$ cat src/rtl/pipeline_control_unit_pkg.sv
// Shared opcode constants, control-bundle type and hazard FSM states for the
// pipelined RV32 control unit.
package pcu_pkg;

  localparam logic [6:0] OP_R      = 7'b0110011;
  localparam logic [6:0] OP_LOAD   = 7'b0000011;
  localparam logic [6:0] OP_STORE  = 7'b0100011;
  localparam logic [6:0] OP_BRANCH = 7'b1100011;
  localparam logic [6:0] OP_IMM    = 7'b0010011;
  localparam logic [6:0] OP_JAL    = 7'b1101111;
  localparam logic [6:0] OP_JALR   = 7'b1100111;

  // ALU decoder contract: add, sub/compare, funct-decoded
  localparam logic [1:0] ALU_ADD   = 2'b00;
  localparam logic [1:0] ALU_SUB   = 2'b01;
  localparam logic [1:0] ALU_FUNCT = 2'b10;

  typedef struct packed {
    logic [1:0] aluop;
    logic       alusrc;
    logic       branch;
    logic       jump;
    logic       mem_read;
    logic       mem_write;
    logic       regwrite;
    logic       memtoreg;
  } ctrl_bundle_t;

  localparam ctrl_bundle_t ZERO_BUNDLE = '0;

  typedef enum logic {
    ST_RUN   = 1'b0,
    ST_STALL = 1'b1
  } hz_state_t;

endpackage

$ cat src/rtl/pipeline_control_unit_decode.sv
// Combinational ID-stage opcode decoder: control bundle, illegal flag and
// which source registers the instruction actually reads.
module pcu_decode
  import pcu_pkg::*;
#(
  parameter int ENABLE_JUMP = 1
) (
  input  logic [6:0]   opcode,
  output ctrl_bundle_t ctrl,
  output logic         illegal,
  output logic         use_rs1,
  output logic         use_rs2
);

  always_comb begin
    ctrl    = ZERO_BUNDLE;
    illegal = 1'b0;
    case (opcode)
      OP_R: begin
        ctrl.aluop    = ALU_FUNCT;
        ctrl.regwrite = 1'b1;
      end
      OP_LOAD: begin
        ctrl.aluop    = ALU_ADD;
        ctrl.alusrc   = 1'b1;
        ctrl.mem_read = 1'b1;
        ctrl.regwrite = 1'b1;
        ctrl.memtoreg = 1'b1;
      end
      OP_STORE: begin
        ctrl.aluop     = ALU_ADD;
        ctrl.alusrc    = 1'b1;
        ctrl.mem_write = 1'b1;
      end
      OP_BRANCH: begin
        ctrl.aluop  = ALU_SUB;
        ctrl.branch = 1'b1;
      end
      OP_IMM: begin
        ctrl.aluop    = ALU_FUNCT;
        ctrl.alusrc   = 1'b1;
        ctrl.regwrite = 1'b1;
      end
      OP_JAL, OP_JALR: begin
        if (ENABLE_JUMP != 0) begin
          ctrl.aluop    = ALU_ADD;
          ctrl.alusrc   = 1'b1;
          ctrl.jump     = 1'b1;
          ctrl.regwrite = 1'b1;
        end else begin
          illegal = 1'b1;
        end
      end
      default: illegal = 1'b1;
    endcase
  end

  // Stores only expose rs2 to the hazard check; everything else reads rs1.
  assign use_rs1 = (opcode != OP_STORE);
  assign use_rs2 = (opcode == OP_STORE) || (opcode == OP_BRANCH) || (opcode == OP_R);

endmodule

$ cat src/rtl/pipeline_control_unit.sv
// Pipelined control unit: decodes ID, carries control through ID/EX, EX/MEM,
// MEM/WB, inserts load-use bubbles and flushes on a taken branch/jump in EX.
module pipeline_control_unit
  import pcu_pkg::*;
#(
  parameter int REG_ADDR_W  = 5,
  parameter int ALUOP_W     = 2,
  parameter int LU_BUBBLES  = 1,
  parameter int ENABLE_JUMP = 1
) (
  input  logic                  clk,
  input  logic                  reset,
  input  logic [6:0]            opcode_id,
  input  logic [REG_ADDR_W-1:0] rs1_id,
  input  logic [REG_ADDR_W-1:0] rs2_id,
  input  logic [REG_ADDR_W-1:0] rd_id,
  input  logic                  take_ex,
  output logic                  pc_write,
  output logic                  ifid_write,
  output logic                  ifid_flush,
  output logic [ALUOP_W-1:0]    ex_aluop,
  output logic                  ex_alusrc,
  output logic                  ex_branch,
  output logic                  ex_jump,
  output logic [REG_ADDR_W-1:0] ex_rd,
  output logic                  mem_read,
  output logic                  mem_write,
  output logic                  wb_regwrite,
  output logic                  wb_memtoreg,
  output logic [REG_ADDR_W-1:0] wb_rd,
  output logic                  illegal_id
);

  ctrl_bundle_t          id_ctrl;
  logic                  use_rs1;
  logic                  use_rs2;

  ctrl_bundle_t          ex_q;
  logic [REG_ADDR_W-1:0] ex_rd_q;
  logic                  mem_regwrite_q;
  logic                  mem_memtoreg_q;
  logic [REG_ADDR_W-1:0] mem_rd_q;

  hz_state_t             state;
  logic [1:0]            cnt;

  logic                  flush;
  logic                  hazard;
  logic                  stall;
  logic                  bubble;

  pcu_decode #(
    .ENABLE_JUMP (ENABLE_JUMP)
  ) u_decode (
    .opcode  (opcode_id),
    .ctrl    (id_ctrl),
    .illegal (illegal_id),
    .use_rs1 (use_rs1),
    .use_rs2 (use_rs2)
  );

  assign flush  = take_ex && (ex_q.branch || ex_q.jump);

  // Evaluated in RUN so the detect cycle itself already carries the first bubble.
  assign hazard = (state == ST_RUN) && ex_q.mem_read && (ex_rd_q != '0) &&
                  ((use_rs1 && (rs1_id == ex_rd_q)) || (use_rs2 && (rs2_id == ex_rd_q)));

  assign stall  = !flush && ((state == ST_STALL) || hazard);
  assign bubble = flush || stall;

  assign pc_write   = reset || !stall;
  assign ifid_write = reset || !stall;
  assign ifid_flush = !reset && flush;

  assign ex_aluop  = ALUOP_W'(ex_q.aluop);
  assign ex_alusrc = ex_q.alusrc;
  assign ex_branch = ex_q.branch;
  assign ex_jump   = ex_q.jump;
  assign ex_rd     = ex_rd_q;

  always_ff @(posedge clk) begin
    if (reset) begin
      ex_q           <= ZERO_BUNDLE;
      ex_rd_q        <= '0;
      mem_read       <= 1'b0;
      mem_write      <= 1'b0;
      mem_regwrite_q <= 1'b0;
      mem_memtoreg_q <= 1'b0;
      mem_rd_q       <= '0;
      wb_regwrite    <= 1'b0;
      wb_memtoreg    <= 1'b0;
      wb_rd          <= '0;
    end else begin
      ex_q           <= bubble ? ZERO_BUNDLE : id_ctrl;
      ex_rd_q        <= (bubble || illegal_id) ? '0 : rd_id;
      mem_read       <= ex_q.mem_read;
      mem_write      <= ex_q.mem_write;
      mem_regwrite_q <= ex_q.regwrite;
      mem_memtoreg_q <= ex_q.memtoreg;
      mem_rd_q       <= ex_rd_q;
      wb_regwrite    <= mem_regwrite_q;
      wb_memtoreg    <= mem_memtoreg_q;
      wb_rd          <= mem_rd_q;
    end
  end

  // cnt holds the bubbles still owed after the current one; the detect cycle
  // supplies the first bubble, so a single-bubble hazard never leaves RUN.
  always_ff @(posedge clk) begin
    if (reset || flush) begin
      state <= ST_RUN;
      cnt   <= 2'd0;
    end else begin
      case (state)
        ST_RUN: begin
          if (hazard && (LU_BUBBLES > 1)) begin
            state <= ST_STALL;
            cnt   <= 2'(LU_BUBBLES - 1);
          end
        end
        ST_STALL: begin
          cnt <= cnt - 2'd1;
          if (cnt == 2'd1) state <= ST_RUN;
        end
        default: begin
          state <= ST_RUN;
          cnt   <= 2'd0;
        end
      endcase
    end
  end

endmodule

$ cat config.mk
export PLATFORM = sky130hd
export DESIGN_NAME = pipeline_control_unit
export DESIGN_NICKNAME = d
export VERILOG_FILES = /design/src/rtl/pipeline_control_unit_pkg.sv /design/src/rtl/pipeline_control_unit_decode.sv /design/src/rtl/pipeline_control_unit.sv
export SDC_FILE = /design/constraint.sdc
export NUM_CORES = 1
export LEC_CHECK = 0
export BUFFER_PORTS_ARGS = -buffer_cell sky130_fd_sc_hd__buf_2
export CAP_MARGIN = 20
export CORE_MARGIN = 3
export CORE_UTILIZATION = 25
export CTS_CLUSTER_SIZE = 12
export DETAILED_ROUTE_END_ITERATION = 10
export HOLD_SLACK_MARGIN = 0.06
export PLACE_DENSITY = 0.45
export SYNTH_ARGS = -nofsm -noshare
export SYNTH_HDL_FRONTEND = slang
export SYNTH_HIERARCHICAL = 1
export SYNTH_SLANG_ARGS = --single-unit
$ cat constraint.sdc
create_clock -name clk -period 1.8 [get_ports clk]
set_input_delay 0.18 -clock clk [delete_from_list [all_inputs] [get_ports clk]]
set_output_delay 0.18 -clock clk [all_outputs]
set_load 0.02 [all_outputs]
==> results of run 1 <==
-- timing repair --
| action | 4_1_cts | 5_1_grt |
|---|---|---|
| resized for setup | 7 | 4 |
| cloned | 0 | 0 |
| setup endpoints to repair | 2 | 2 |
| buffers inserted | 1 | 0 |
-- sequential cells by signal, indices dropped and copies added (netlist names) --
name,flops
mem_rd_q,5
state,1
ex_alusrc,1
mem_memtoreg_q,1
wb_regwrite,1
mem_read,1
ex_rd,5
ex_branch,1
ex_aluop,2
mem_write,1
mem_regwrite_q,1
ex_jump,1
ex_q,4
wb_rd,5
wb_memtoreg,1
cnt,2
-- worst min-delay path, delay by kind of cell --
kind,cells,cell delay [ns]
buffers and inverters,1,0.10
and+or+nand+nor,1,0.05
AOI/OAI and AO/OA,1,0.03
-- power by group --
group          internal, mW  total [mW]  switching, mW
Combinational        0.0469      0.0991         0.0521
Clock                 0.346       0.612          0.267
Sequential            0.732       0.735        0.00215
-- cells in the final DEF (no fill, tap or decap), types with 2 or more instances in the layout --
cell type	count
nor2b_1	17
buf_4	6
xnor2_1	10
a21o_1	2
and2_1	3
nand3b_1	9
nand4_1	3
dfxtp_1	30
a21oi_2	10
buf_6	2
nand2_1	6
nor2b_2	2
buf_2	45
nor2_1	3
dfxtp_2	2
clkbuf_8	7
a21oi_1	5
nand3_1	5
nand2b_1	2
-- per-stage QoR --
step,hold slack (ns),instances,util [%],setup WS [ns]
after floorplan,0.2516,137,-,0.03993
after CTS,0.1171,257,34.74,-0.07714
after global routing,0.1176,257,35.00,-0.1149
after detailed placement,0.4220,248,32.31,0.1931
final,0.1230,257,35.00,-0.05361
after global placement,0.4210,248,32.31,0.2032
-- metal layers --
| layer | vias to the layer above | part of all wire, % | GRT usage (%) |
|---|---|---|---|
| li1 | 552 | - | - |
| met1 | 453 | 49 | 13.88 |
| met2 | 33 | 41 | 14.65 |
| met3 | 7 | 7.6 | 4.148 |
| met4 | 0 | 1.9 | 4.223 |
| met5 | - | 0 | 0 |
-- logic make-up after synthesis --
family / after synthesis
flops: 33
buf+inv: 12
simple gates: 58
fa+ha+maj: 1
xor+xnor: 11
compound gates: 21
mux: 1
-- worst min path at each step --
stage,start,endpoint,slack [ns]
final,rd_id[4],ex_rd[4],0.12
after global routing,rd_id[4],ex_rd[4],0.12
after CTS,rd_id[4],ex_rd[4],0.12
after detailed placement,mem_regwrite_q,wb_regwrite,0.42
after global placement,mem_rd_q[4],wb_rd[4],0.42
after floorplan,reset,mem_memtoreg_q,0.25
-- final cells by class --
type,instances,share of cell area [%]
inverter,1,0.2060
sequential,33,36.61
multi-input combinational,92,36.74
tap,70,4.808
clock buffer,7,5.288
timing repair buffer,53,16.07
clock inverter,1,0.2747
==> results.toml, run 1 <==
[floorplanning]
die-area_mm2 = 0.006442
core_mm2 = 0.005205
rows = 26
initial_core_util_pct = 26.49
ioPinCount = 48
die_y_um = 80.27
die_x_um = 80.27

[timing]
hold_viol = 0
final.setup.worst_slack_ns = -0.05361
finalSetupViolCount = 2
post-route-min-period_ns = 1.854
slew_viol_final = 0
rsz0062_at_grt = "true"
relSlewSlack_pct = 74.57
skew_ns = 0.007789
tightestPinTransition_ns = 0.3809
fmax_ghz = 0.5395
fin_crit_sh_pct = 103.0
setup-tns-final_ns = -0.1068

[finish]
finalNetCount = 212
area_growth_pct = 32.12
antenna_cells = 0
ff_latch_area_um2 = 666.9
final_area_mm2 = 0.001822
multi_input_area_um2 = 669.4
fill_cells = 568
final_layout_size_suffix_gt1_share_pct = 44.39

[critical_path]
critPathMaxFanout = 2
path_buf_inv = 1
crit_start = "ex_rd[0]"
cp_cell_sequence = "or4_4, o21a_4, a31oi_4, buf_6"
endpoint_kind = "output port"
worstSetupPathType = "reg -> out"
critPathTopFamily = "simple AND/OR/NAND/NOR gates"
crit_end = "pc_write"
r2r-start = "ex_rd[0]"
r2r-end = "ex_q[0]"
crit_path_top_delay_cell = "or4_4"
cp-start-kind = "flip-flop"
reg2reg_slack_ns = 0.25
cp.depth = 4
max_stage_delay_ns = 0.53
cp.arrival_ns = 1.67
rr_worst_depth = 6
crit_required_ns = 1.62

[power_and_ir_drop]
p_leak_nw = 0.7865
power_density_mw_per_mm2 = 793.7
power_mw = 1.446
max-vdd-ir-drop_mv = 0.2510

[run_status]
status = "complete, but fails checks"
violations = "negative setup slack"

[route]
drtPass1Iterations = 4
routedWlPerCell_um = 11.86
wl_um = 3047
antenna_left = 0
vias = 1045
drc = 0
drt_iter0_drc = 40
avgViaCountPerCell = 4.066

[synth]
synth_edf_count = 0
async_flop_share_pct = 0
synth-compound-area-share_pct = 11.16
ys_seq_area_share_pct = 47.91
synth_xor_area_share_pct = 6.987
ys.flop_type = "dfxtp_1"
synth_nets = 163
synth_seq_cells = 33
yosys_warnings = 6
synth.most_common_cell = "dfxtp_1"
synth_area_mm2 = 0.001379
avgSynthCellArea_um2 = 10.06
synth-adder-area-share_pct = 0.9074
yosysTopAreaCell = "dfxtp_1"
synth_top_family_by_area = "simple AND/OR/NAND/NOR gates"
yosys.area_share.simple_pct = 26.77
yosys.area.top_type_share_pct = 47.91
synth_common_cells = "dfxtp_1 (33), nor2b_1 (18), a21oi_2 (10), xnor2_1 (10), nand3b_1 (9)"
synthTopCellsByArea = "dfxtp_1 (48%), nor2b_1 (8.2%), a21oi_2 (6.4%)"
netlist_instances = 137
muxShareOfSynthArea_pct = 0.7260
ys_types = 35

[placed_design]
portBuffers = 47
gp_congestion = 0.8188
placed_cell_area_mm2 = 0.001682
hpwl_um = 2386

[clock_tree]
clockBufferDepth = 2
clock_latency_ns = 0.28
ctsHoldBuffers = 0
cts-root-buf = "clkbuf_8"
cts_tree = "done"
cts_inserted_buffers = 5
htree_levels = 2
clk_pin_slew_ns = 0.07
cts_sinks = 33

[global_route]
grt_remaining_overflow = 0
grt_max_degree = 18
grt_pass1_vias = 1052
grt_pass1_wl_um = 5112
grt.total_usage_pct = 10.37
antenna_found_initial = 0

[min_path]
min_path_cells = 3
hp-class = "in -> reg"

[flow_run]
max-cap-violations = 0
Note: power is estimated with default switching activity, not from simulation.
==> run 2: changes to the inputs <==
Settings changed: CAP_MARGIN 20 to 25, SETUP_SLACK_MARGIN from default to 0.5.
==> results.toml, run 2 (synthesized netlist as in run 1, its figures left out) <==
[clock_tree]
cts_inserted_buffers = 5
cts_tree = "done"
htree_levels = 2
clk_pin_slew_ns = 0.07
clockBufferDepth = 2
ctsHoldBuffers = 0
cts-root-buf = "clkbuf_8"
cts_sinks = 33
clock_latency_ns = 0.28

[floorplanning]
die_x_um = 80.27
core_mm2 = 0.005205
ioPinCount = 48
rows = 26
initial_core_util_pct = 26.49
die-area_mm2 = 0.006442
die_y_um = 80.27

[route]
routedWlPerCell_um = 12.14
avgViaCountPerCell = 4.190
drtPass1Iterations = 3
vias = 1081
antenna_left = 0
drt_iter0_drc = 37
wl_um = 3131
drc = 0

[timing]
fin_crit_sh_pct = 103.7
fmax_ghz = 0.5359
skew_ns = 0.004815
finalSetupViolCount = 2
rsz0062_at_grt = "true"
tightestPinTransition_ns = 0.4041
relSlewSlack_pct = 73.02
post-route-min-period_ns = 1.866
slew_viol_final = 0
final.setup.worst_slack_ns = -0.06590
hold_viol = 0

[finish]
antenna_cells = 0
final_cell_count_no_fill = 258
mostFrequentLayoutCells = "buf_2 (45), dfxtp_1 (28), nor2b_1 (18), a21oi_2 (12), xnor2_1 (10)"
final_common_cell = "buf_2"
final_layout_size_suffix_gt1_share_pct = 47.87
finalNetCount = 213
fill_cells = 543
area_growth_pct = 41.20

[critical_path]
critPathMaxFanout = 2
cp-start-kind = "flip-flop"
worstSetupPathType = "reg -> out"
endpoint_kind = "output port"
crit_required_ns = 1.62
cp.arrival_ns = 1.69

[placed_design]
place_ws_ns = 0.1925
portBuffers = 47
gp_congestion = 0.8010
dp.cells = 247
hpwl_um = 2284

[min_path]
hp-class = "in -> reg"

[global_route]
grt_pass1_wl_um = 5237
grt.total_usage_pct = 10.59
antenna_found_initial = 0
grt_remaining_overflow = 0
grt_max_degree = 19
grt_pass1_vias = 1146

[power_and_ir_drop]
p_leak_nw = 0.8225
power_mw = 1.599
power_density_mw_per_mm2 = 821.6
max-vdd-ir-drop_mv = 0.3508

[run_status]
status = "complete, but fails checks"
violations = "negative setup slack"

[flow_run]
max-cap-violations = 0
## run 2: final timing paths
path	from	endpoint	slack, ns	depth (start not counted)
max	ex_rd[0]	ifid_write	-0.07	4
min	rd_id[2]	ex_rd[2]	0.13	3
max reg2reg	ex_rd[0]	ex_q[3]	0.11	5
min reg2reg	mem_regwrite_q	wb_regwrite	0.43	1
## run 2: what timing repair did
item | in CTS | in global routing
endpoints found under the setup margin | 16 | 16
pin swaps | 5 | 3
resized for setup | 12 | 2
buffers inserted | 2 | 0
cloned | 1 | 0
## run 2: layout make-up
type	instances	area [um2]	share of cell area, %
multi-input combinational	92	703.2	36.12
sequential	33	669.4	34.38
timing repair buffer	54	354.1	18.19
clock buffer	6	93.84	4.820
tap	70	87.58	4.499
clock inverter	2	35.03	1.799
inverter	1	3.754	0.1928
## run 2: critical path, cell delays in order, from the launching register on
cell     delay [ns]
dfxtp_4        0.34
or4_4          0.52
o21a_4         0.22
a31oi_4        0.17
buf_6          0.15
## run 2: routing by layer
metal / routed length (um) / global-route usage (%) / up-vias
met5: 0 / 0 / -
met4: 82 / 5.068 / 0
met3: 171 / 3.139 / 10
met2: 1465 / 17.05 / 29
met1: 1412 / 12.81 / 489
li1: - / - / 553
## run 2: stage by stage
stage	instance area, um2	TNS (ns)	hold WS [ns]	utilization (%)
4_1_cts	1932	-0.1728	0.1153	37.12
3_5_place_dp	1712	0	0.4201	32.88
5_1_grt	1947	-0.2145	0.1257	37.40
3_3_place_gp	1712	0	0.4146	32.88
2_1_floorplan	1424	0	0.2516	-
6_report	1947	-0.1308	0.1256	37.40
## run 2: report_power, final
group / leakage [nW] / internal, mW / total, mW / switching, mW
Clock: 0.0663 / 0.494 / 0.763 / 0.270
Combinational: 0.487 / 0.0490 / 0.101 / 0.0521
Sequential: 0.269 / 0.733 / 0.735 / 0.00245
==> run 3: changes to the inputs <==
Settings changed: CORE_UTILIZATION 25 to 30, PLACE_DENSITY 0.45 to 0.52, RECOVER_POWER from default to 25.
==> results.toml, run 3 (synthesized netlist as in run 1, its figures left out) <==
[global_route]
grt_remaining_overflow = 0
grt_pass1_wl_um = 4981
grt_max_degree = 19
antenna_found_initial = 0
grt.total_usage_pct = 12.20
grt_pass1_vias = 1108

[power_and_ir_drop]
power_mw = 1.539
max-vdd-ir-drop_mv = 0.4176
power_density_mw_per_mm2 = 805.1
p_leak_nw = 0.8172

[min_path]
hp-class = "in -> reg"

[timing]
finalSetupViolCount = 2
slew_viol_final = 0
skew_ns = 0.004818
relSlewSlack_pct = 71.92
hold_viol = 0
fmax_ghz = 0.5337
rsz0062_at_grt = "true"
tightestPinTransition_ns = 0.4207
fin_crit_sh_pct = 104.1
final.setup.worst_slack_ns = -0.07380
post-route-min-period_ns = 1.874

[route]
drt_iter0_drc = 38
antenna_left = 0
wl_um = 3022
drtPass1Iterations = 4
routedWlPerCell_um = 12.54
avgViaCountPerCell = 4.473
drc = 0
vias = 1078

[critical_path]
cp.arrival_ns = 1.69
crit_start = "ex_rd[0]"
r2r-end = "ex_alusrc"
reg2reg_slack_ns = 0.14
critPathMaxFanout = 2
crit_path_top_delay_cell = "or4_4"
r2r-start = "ex_rd[0]"
cp-start-kind = "flip-flop"
rr_worst_depth = 6
cp_cell_sequence = "or4_4, o21a_4, a31oi_4, buf_6"
worstSetupPathType = "reg -> out"
crit_required_ns = 1.62
crit_end = "pc_write"
path_buf_inv = 1
critPathTopFamily = "simple AND/OR/NAND/NOR gates"
max_stage_delay_ns = 0.53
endpoint_kind = "output port"
cp.depth = 4

[finish]
final_layout_size_suffix_gt1_share_pct = 47.62
finalNetCount = 214
antenna_cells = 0
mostFrequentLayoutCells = "buf_2 (45), dfxtp_1 (29), nor2b_1 (17), a21oi_2 (13), xnor2_1 (10)"
final_util_pct = 43.61
final_common_cell = "buf_2"
area_growth_pct = 38.66

[run_status]
violations = "negative setup slack"
status = "complete, but fails checks"

[clock_tree]
clk_pin_slew_ns = 0.07
clockBufferDepth = 2
cts-root-buf = "clkbuf_8"
htree_levels = 2
cts_sinks = 33
cts_inserted_buffers = 5
ctsHoldBuffers = 0
clock_latency_ns = 0.28
cts_tree = "done"

[placed_design]
hpwl_um = 2203
gp_congestion = 0.8068
portBuffers = 47

[floorplanning]
rows = 24
ioPinCount = 48
die_y_um = 73.80
initial_core_util_pct = 31.45
core_mm2 = 0.004384
die_x_um = 73.80
die-area_mm2 = 0.005446

[flow_run]
max-cap-violations = 0
[run 3: cell count changes in the layout (fill, tap and decap cells not counted), sizes merged]
cell	before	now
buf	53	55
bufbuf	1	0
clkbuf	6	7
clkinv	1	0
[run 3: per-stage QoR]
step / instance area [um2] / TNS (ns) / worst slack (ns) / hold slack [ns] / cells
final: 1912 / -0.1456 / -0.07380 / 0.1264 / 241
after global routing: 1912 / -0.2446 / -0.1225 / 0.1262 / 241
after CTS: 1897 / -0.1921 / -0.09659 / 0.1175 / 240
after detailed placement: 1689 / 0 / 0.1800 / 0.4163 / 229
after global placement: 1689 / 0 / 0.2035 / 0.4138 / 229
after floorplan: 1424 / 0 / 0.1163 / 0.2516 / 137
[run 3: timing repair]
action,CTS,global route
buffers inserted,2,1
gates cloned,1,0
pin swaps,3,12
endpoints found under the hold margin,0,0
endpoints found under the setup margin,16,17
resized for setup,12,4
[run 3: final cells by class]
class                      count  area, um2
clock buffer                   7      86.33
clock inverter                 1      30.03
fill                         437       2472
inverter                       1      3.754
multi-input combinational     92      698.2
sequential                    33      668.1
tap                           52      65.06
timing repair buffer          55      360.3
[run 3: tightest hold or removal path, cell delays in order]
cell,delay (ns)
buf_2,0.10
nand3_1,0.07
a21oi_2,0.03
[run 3: power by group]
part           internal (mW)  switching, mW
clock network          0.451          0.253
logic                 0.0491         0.0514
registers              0.733        0.00234
total                   1.23          0.307
[run 3: worst min path at each step]
| stage | cells past startpoint | end | start | slack (ns) |
|---|---|---|---|---|
| global placement | 3 | ex_rd[3] | rd_id[3] | 0.41 |
| floorplan | 1 | mem_memtoreg_q | reset | 0.25 |
| CTS | 3 | ex_rd[2] | rd_id[2] | 0.12 |
| finish | 3 | ex_rd[2] | rd_id[2] | 0.13 |
| global route | 3 | ex_rd[1] | rd_id[1] | 0.13 |
| detailed placement | 3 | ex_rd[3] | rd_id[3] | 0.42 |
[run 3: per-layer routing]
layer	vias up	part of all wire, %	GRT usage, %	wire length, um
li1	554	-	-	-
met1	483	44	14.02	1328
met2	33	47	19.59	1418
met3	8	7.2	5.062	219
met4	0	1.9	5.634	56
met5	-	0	0	0
